`src/rtl/ppm_pingpong_frame_buffer.sv`:
```
// ppm_pingpong_frame_buffer: two-bank frame buffer, one bank loads while the other streams to the PPM shift stage.
// Define PPM_FBUF_CRC_EN to append a CRC-8 (poly 0x07) trailer word to each transmitted frame.
module ppm_pingpong_frame_buffer #(
  parameter int DW       = 8,
  parameter int DEPTH    = 16,
  parameter int LW       = $clog2(DEPTH + 1),
  parameter int DONE_DLY = 3
) (
  input  logic          clk,
  input  logic          rst_n,
  input  logic          le,
  input  logic [LW-1:0] len,
  input  logic [DW-1:0] din,
  input  logic          din_valid,
  output logic          load_ready,
  output logic          le_err,
  output logic          frame_ready,
  input  logic          start_trans,
  input  logic          shift_data_send_done,
  output logic [DW-1:0] data_out,
  output logic          shift_strobe,
  output logic          frame_done
);
  localparam int IW = $clog2(DEPTH) + 1;
  typedef enum logic {W_IDLE, W_LOAD} w_state_t;
  typedef enum logic [1:0] {R_IDLE, R_WAIT, R_SEND} r_state_t;
  w_state_t            w_state, w_next;
  r_state_t            r_state, r_next;
  logic [DW-1:0]       mem [2][DEPTH];
  logic [LW-1:0]       blen [2];
  logic [1:0]          full;
  logic                wr_bank, rd_bank;
  logic [IW-1:0]       wr_idx, rd_idx, rd_last;
  logic [DONE_DLY-1:0] done_sr;
  logic                accept, wr_en, wr_last, start, send_last;
  logic [DW-1:0]       word;
  assign load_ready   = (w_state == W_IDLE) && !(&full);
  assign accept       = le && load_ready && len != '0 && len <= LW'(DEPTH);
  assign wr_en        = (w_state == W_LOAD) && din_valid;
  assign wr_last      = wr_en && (wr_idx + IW'(1) == IW'(blen[wr_bank]));
  assign start        = (r_state == R_WAIT) && start_trans;
  assign send_last    = shift_strobe && shift_data_send_done && rd_idx == rd_last;
  assign word         = mem[rd_bank][rd_idx[IW-2:0]];
  assign frame_ready  = r_state == R_WAIT;
  assign shift_strobe = r_state == R_SEND;
  assign frame_done   = done_sr[DONE_DLY-1];
`ifdef PPM_FBUF_CRC_EN
  logic [DW-1:0] crc;
  function automatic logic [DW-1:0] crc8(input logic [DW-1:0] c, input logic [DW-1:0] d);
    logic [DW-1:0] r;
    r = c ^ d;
    for (int i = 0; i < 8; i++) r = {r[DW-2:0], 1'b0} ^ (r[DW-1] ? DW'(8'h07) : '0);
    return r;
  endfunction
  // the trailer sits one index past the last data word
  assign rd_last  = IW'(blen[rd_bank]);
  assign data_out = shift_strobe ? (rd_idx == rd_last ? crc : word) : '0;
  always_ff @(posedge clk or negedge rst_n) begin
    if (!rst_n) crc <= '0;
    else if (start) crc <= '0;
    else if (shift_strobe && shift_data_send_done && rd_idx != rd_last) crc <= crc8(crc, word);
  end
`else
  assign rd_last  = IW'(blen[rd_bank]) - IW'(1);
  assign data_out = shift_strobe ? word : '0;
`endif
  always_comb begin
    w_next = accept ? W_LOAD : wr_last ? W_IDLE : w_state;
    r_next = (r_state == R_IDLE && full[rd_bank]) ? R_WAIT : start ? R_SEND : send_last ? R_IDLE : r_state;
  end
  always_ff @(posedge clk or negedge rst_n) begin
    if (!rst_n) begin
      w_state <= W_IDLE;
      r_state <= R_IDLE;
      full    <= '0;
      wr_bank <= 1'b0;
      rd_bank <= 1'b0;
      wr_idx  <= '0;
      rd_idx  <= '0;
      le_err  <= 1'b0;
      done_sr <= '0;
      blen[0] <= '0;
      blen[1] <= '0;
    end else begin
      w_state <= w_next;
      r_state <= r_next;
      le_err  <= le && w_state == W_IDLE && !accept;
      full    <= (full | (wr_last ? 2'b01 << wr_bank : 2'b00)) & ~(send_last ? 2'b01 << rd_bank : 2'b00);
      done_sr <= DONE_DLY'({done_sr, send_last});
      if (accept) blen[wr_bank] <= len;
      wr_idx  <= accept ? '0 : wr_en ? wr_idx + IW'(1) : wr_idx;
      rd_idx  <= start ? '0 : (shift_strobe && shift_data_send_done) ? rd_idx + IW'(1) : rd_idx;
      if (wr_last) wr_bank <= ~wr_bank;
      if (send_last) rd_bank <= ~rd_bank;
    end
  end
  always_ff @(posedge clk) begin
    if (wr_en) mem[wr_bank][wr_idx[IW-2:0]] <= din;
  end
endmodule
```
`config.mk`:
```
export PLATFORM = sky130hd
export DESIGN_NAME = ppm_pingpong_frame_buffer
export DESIGN_NICKNAME = d
export VERILOG_FILES = /design/src/rtl/ppm_pingpong_frame_buffer.sv
export SDC_FILE = /design/constraint.sdc
export NUM_CORES = 1
export LEC_CHECK = 0
export ABC_AREA = 1
export ABC_CLOCK_PERIOD_IN_PS = 5600
export CAP_MARGIN = 20
export CORE_AREA = 4 4 193 195
export CTS_BUF_LIST = sky130_fd_sc_hd__clkbuf_8
export DETAILED_ROUTE_END_ITERATION = 8
export DIE_AREA = 0 0 197 199
export PLACE_DENSITY_LB_ADDON = 0.08
export SYNTH_ARGS = -nofsm -noshare
export SYNTH_HDL_FRONTEND = slang
export SYNTH_SLANG_ARGS = --single-unit
export TNS_END_PERCENT = 20
```
`constraint.sdc`:
```
create_clock -name clk -period 5.6 [get_ports clk]
set_input_delay 0.56 -clock clk [delete_from_list [all_inputs] [get_ports clk]]
set_output_delay 0.56 -clock clk [all_outputs]
set_load 0.005 [all_outputs]
```
After elaboration in Yosys (flattened, before gate mapping) --
Memories as Yosys holds them, arrays and structs flattened. Index checks and enable logic that the tools add are counted.
Storage, ports and cells: register bits 31, latch bits 0, RAM bits 256, bits in read-only memories 0, input bits 19, output and inout bits 13, word-level logic and storage cells 92, memories kept 1
Memory list:
- mem | words 2, width 128, read ports 1, clocked after Yosys merged registers in 0, write ports 1, RTL line 29 | logic [DW-1:0] mem [2][DEPTH];
Operators by class: $add $sub $neg 3, multipliers 0, divide/modulo/power cells 0, $lt $le $gt $ge 8, equality and inequality tests 4, shift operators 2, multiplexer cells 30, bitwise operators 10, reduce and logical (&&, ||, !) cells 23
Operators with widths (number):
- 128-bit 2-to-1 mux | 1
- 5-bit 2-to-1 mux | 11
- 8-bit binary-select mux with 4-bit select | 1
- 8-bit demux with 4-bit select | 1
- 8-bit 2-to-1 mux | 4
- 1-bit logical AND | 14
- 5-bit by 1-bit adder with 5-bit output, second input constant | 2
- 10-bit bitwise mux | 1
- 5-bit == test | 2
- 5-bit greater-or-equal comparator, second input constant | 2
- 2-bit 2-to-1 mux | 5
- 4-bit NOT with 5-bit output | 2
- 2-bit nonzero test | 3
- 5-bit demux with 1-bit select | 1
- 5-bit <= comparator, second input constant | 1
- 5-bit by 1-bit < comparator with 1-bit output, second input constant | 1
- 1-bit 2-to-1 mux | 5
- 5-bit nonzero test | 1
- 5-bit by 1-bit subtractor with 5-bit output, second input constant | 1
- 2-bit greater-or-equal comparator, second input constant | 2
- 1-bit NOT with 2-bit output | 2
- 1-bit by 1-bit << shifter with 2-bit output, first input constant | 2
- 1-bit NOT | 3
- 3-bit nonzero test | 1
- 10 further kinds | 11

Logic depth before layout (Yosys ltp) --
depth in word-level cells 10, mapped depth 14, gate-level depth less buffers 13

Worst setup path before layout --
No wires, ideal clock.
kind input -> register, start point in din_valid, end point mem mem[0][16] (netlist name), enable pin, setup time 383 ps, arrival time 1653 ps, required time 5217 ps, setup slack 3564 ps, stages 5, path buffers 1, cell sequence nand2_1 > inv_1 > buf_2 > nand2_1 > nor3_1
Between the ends: word-level cells in the longest chain between the ends 3
Ends and longest elaborated chain:
- from (decl) | RTL line 14 | input logic din_valid,
- 1-bit logical AND | RTL line 39 | assign wr_en = (w_state == W_LOAD) && din_valid;
- 1-bit 2-to-1 mux | RTL line 98 | if (wr_en) mem[wr_bank][wr_idx[IW-2:0]] <= din;
- 128-bit 2-to-1 mux (not written as such) | RTL line 98
- to (decl) | RTL line 29
No other way between the ends.

Worst setup path in the final report --
start point reg rd_idx[0], end point out data_out[1]
Between the ends: word-level cells in the longest chain between the ends 5
Ends and longest elaborated chain:
- from (decl) | RTL line 33 | logic [IW-1:0] wr_idx, rd_idx, rd_last;
- from (signal assigned) | RTL line 92 | rd_idx <= start ? '0 : (shift_strobe && shift_data_send_done) ? rd_idx + IW'(1) : rd_idx;
- 4-bit NOT with 5-bit output (not written as such) | RTL line 43 | assign word = mem[rd_bank][rd_idx[IW-2:0]];
- 8-bit binary-select mux with 4-bit select | RTL line 43
- 8-bit 2-to-1 mux (not written as such) (2 in a row) | RTL line 43
- 8-bit 2-to-1 mux | RTL line 65 | assign data_out = shift_strobe ? word : '0;
- to (decl) | RTL line 20 | output logic [DW-1:0] data_out,
No other way between the ends. The select of a mux whose other input is x is not followed.

==> results.md <==
* Post-CTS sizing at 0
* Core area at approximately 0.035 sq mm
* Synth area leaders: edfxtp_1, dfrtp_1, nor2_1, nand2_1, o21ai_0
* Crit share post-route at 0.803
* Area delta synth->final at 14.6%
* Netlist cell types at 36
* Chip width at between 150 and 200 um
* Max-slew headroom at 0.294
* Synthesized area per cell at ~11 sq um
* H-tree lvl count at 2
* Post-Synth Adder-Cell Area at 0.00612
* YS warnings at 0
* First-pass GRT wire length at ~53 mm
* Total wire length at about 35 mm
* Hold_buf cts at 0
* Max Root-Sink Buffers at 3
* Vias at between 8000 and 9000
* Most common cell after layout, fill and taps aside: edfxtp_1
* PD cells at around 430 mW/mm^2
* Leakage at slightly above 5 nW
* Post CTS Setup Buffer Count at 0
* Final setup violation count at 0
* Power share of the combinational group at 0.290
* Crit path top cell by count: nor2_1
* Synthesized flop and latch total at around 290
* CTS Root Cell: clkbuf_8
* Tot GR Track Use at 0.177
* Die Height at between 150 and 200 um
* Kind of critical path: reg2out
* Routed Antenna Nets at 0
* Switching Share at 0.369
* Remaining global-route overflow at 0
* Commonest cells after routing, fill and taps aside: edfxtp_1, nor2_1, nand2_1
* Gate Count Post-Synth at ~1100
* Fin Clk Skew at approximately 16 ps
* Slew Viols, Final at 0
* RSZ-0062 raised after global routing: no
* Clock Power Share at 0.294
* Layout cell share with drive strength beyond 1 at 0.101
* XOR/XNOR Fraction of Synth Area at 0
* Setup TNS after final layout at 0 ps
* Cell taking the most area after synthesis: edfxtp_1
* Synth Area in Simple Gates at 0.175
* Met1 Routed Length at approximately 17 mm
* Largest net degree at the start of global routing at 110
* Slew of the pin with the lowest slew margin at 1050 ps
* Placer Congestion at around 0.78
* Initial antenna violation count at 0
* Clk_lat worst skew at between 500 and 600 ps
* Status: finished, final reports clean
* Area share of the largest cell type after synthesis at 0.627
* Sequential power share at 0.416
* Inserted Clock Buffers at 51
* Post-DP HPWL at 20.4 mm
* Initial Util at 0.346
* Vias in the first global route at ~8000
* Port Buffers at 31
* Row cnt at between 60 and 70
* Hold Fails Final Rpt at 0
* WL met3 at ~1.4 mm
* Detailed-router iteration count before antenna repair at 5
* Worst-path cell chain: buf_4, clkinv_1, buf_4, nor2_1, o21ai_0, a21oi_1, nor2_1, nand2_1, nand2_1, nor2_1, clkdlybuf4s50_1
* Fmax at around 220 MHz
* Peak VDD IR at 0.223 mV
* Post-DR wirelength/cell at approximately 21 um
* Sequential-to-total area share from yosys stat at 0.690
* Worst setup EP type: primary output
* Net Switching at roughly 2.2 mW
* Total of max-cap violations at 0
* Hold crit path type: reg2reg
* Final core area utilization at 0.397
* Top fanout value on the critical path at 28
* Ant. Diodes at 0
* CTS clk-pin slew, worst paths at about 60 ps
* Remaining DRCs at 0
* CTS tree: yes
* Compound-Gate Fraction of Synth Area at 0.0869
* Syn Nets at about 1100
* DR iter-0 viols at between 500 and 600
* CP Data Arrival Time at around 3900 ps
* Internal power at approximately 3.8 mW
* Mapped Area at roughly 0.012 sq mm
* Crit-path max cell delay at 850 ps
* CP Launch Type: register
* IO Pins at 32
* Required time worst endpoint at approximately 5000 ps
* Met2 WL at ~16 mm
* Highest metal used: met4
* Die area at 0.0392 sq mm
* Sink Count at 287
* Via/cell ratio at around 5
* Mux cell area share after synthesis at 0
* Slowest CP cell: clkinv_1
* Main combinational cell family by area after synthesis: simple AND/OR/NAND/NOR gates
* Min cycle time layout at roughly 4500 ps
* Nets at about 1200
[sequential cells by signal, summed over array words and instances (netlist names), 2 cells and up]
signal / cells
done_sr: 3
full: 2
mem: 256
blen: 10
wr_idx: 5
r_state: 2
rd_idx: 5
[power by group through the flow]
stage / Combinational (mW) / Clock [mW] / Sequential, mW
global placement: 1.77 / 0 / 2.55
finish: 1.74 / 1.77 / 2.50
detailed placement: 1.76 / 0 / 2.55
CTS: 1.77 / 1.82 / 2.50
global route: 1.96 / 1.91 / 2.51
floorplan: 1.13 / 0 / 2.48
[metrics by stage]
step / hold slack (ps) / total power [mW] / std cells / cell area (sq um) / setup WS [ps]
after detailed placement: 336 / 4.31 / 1579 / 13100 / 1640
after CTS: 351 / 6.09 / 1675 / 14000 / 1010
after floorplan: 264 / 3.61 / 1114 / 12300 / 3560
final: 348 / 6.01 / 1675 / 14000 / 1100
after global placement: 332 / 4.32 / 1579 / 13100 / 1620
after global routing: 359 / 6.38 / 1675 / 14000 / 806
[layout make-up]
cell class              count  area (sq um)
repair buffers             62           563
flip-flops and latches    287          8470
fillers                  3467         21300
clock inverters            45           200
clock buffers              51           702
well taps                 461           577
inverters                  53           200
multi-input cells         716          3340
[path summary, 6_finish.rpt]
path / end / slack (ps) / start / cells after the start
max: data_out[1] / 1100 / rd_idx[0] / 11
min: done_sr[2] / 350 / done_sr[1] / 0
max reg2reg: full[0] / 2630 / rd_bank / 14
min reg2reg: done_sr[2] / 350 / done_sr[1] / 0
max in group asynchronous: rd_bank / 4870 / rst_n / 2
min in group asynchronous: w_state / 390 / rst_n / 2
[critical path: cells and delay by family, from the launching register on]
kind	cells	cell delay (ps)
buf+inv	4	2240
flops	1	340
compound gates	2	230
simple gates	5	520
[synth_stat cells, drive strengths merged]
cell and n:
o21ai 141, clkbuf 16, edfxtp 256, nor2 204, a211oi 1, dfrtp 31
nand2 195, nor3 24, buf 42, nor4 1, a21oi 20, o22ai 19
inv 51, or2 9, o211ai 16, o2111ai 1, nand4 7, ha 6
nand3b 2, nand3 70, clkinv 2
[cells by family after synthesis]
logic type,after synthesis
buffers and inverters,111
DFF,287
adders and majority gates,6
and+or+nand+nor,512
AOI/OAI and AO/OA,198
[per-layer routing]
layer / vias to the layer above / global-route usage
met2: 179 / 0.271
met5: - / 0
met4: 0 / 0.0465
met3: 56 / 0.0271
li1: 4013 / -
met1: 4077 / 0.265
Note: power is estimated with default switching activity, not from simulation.
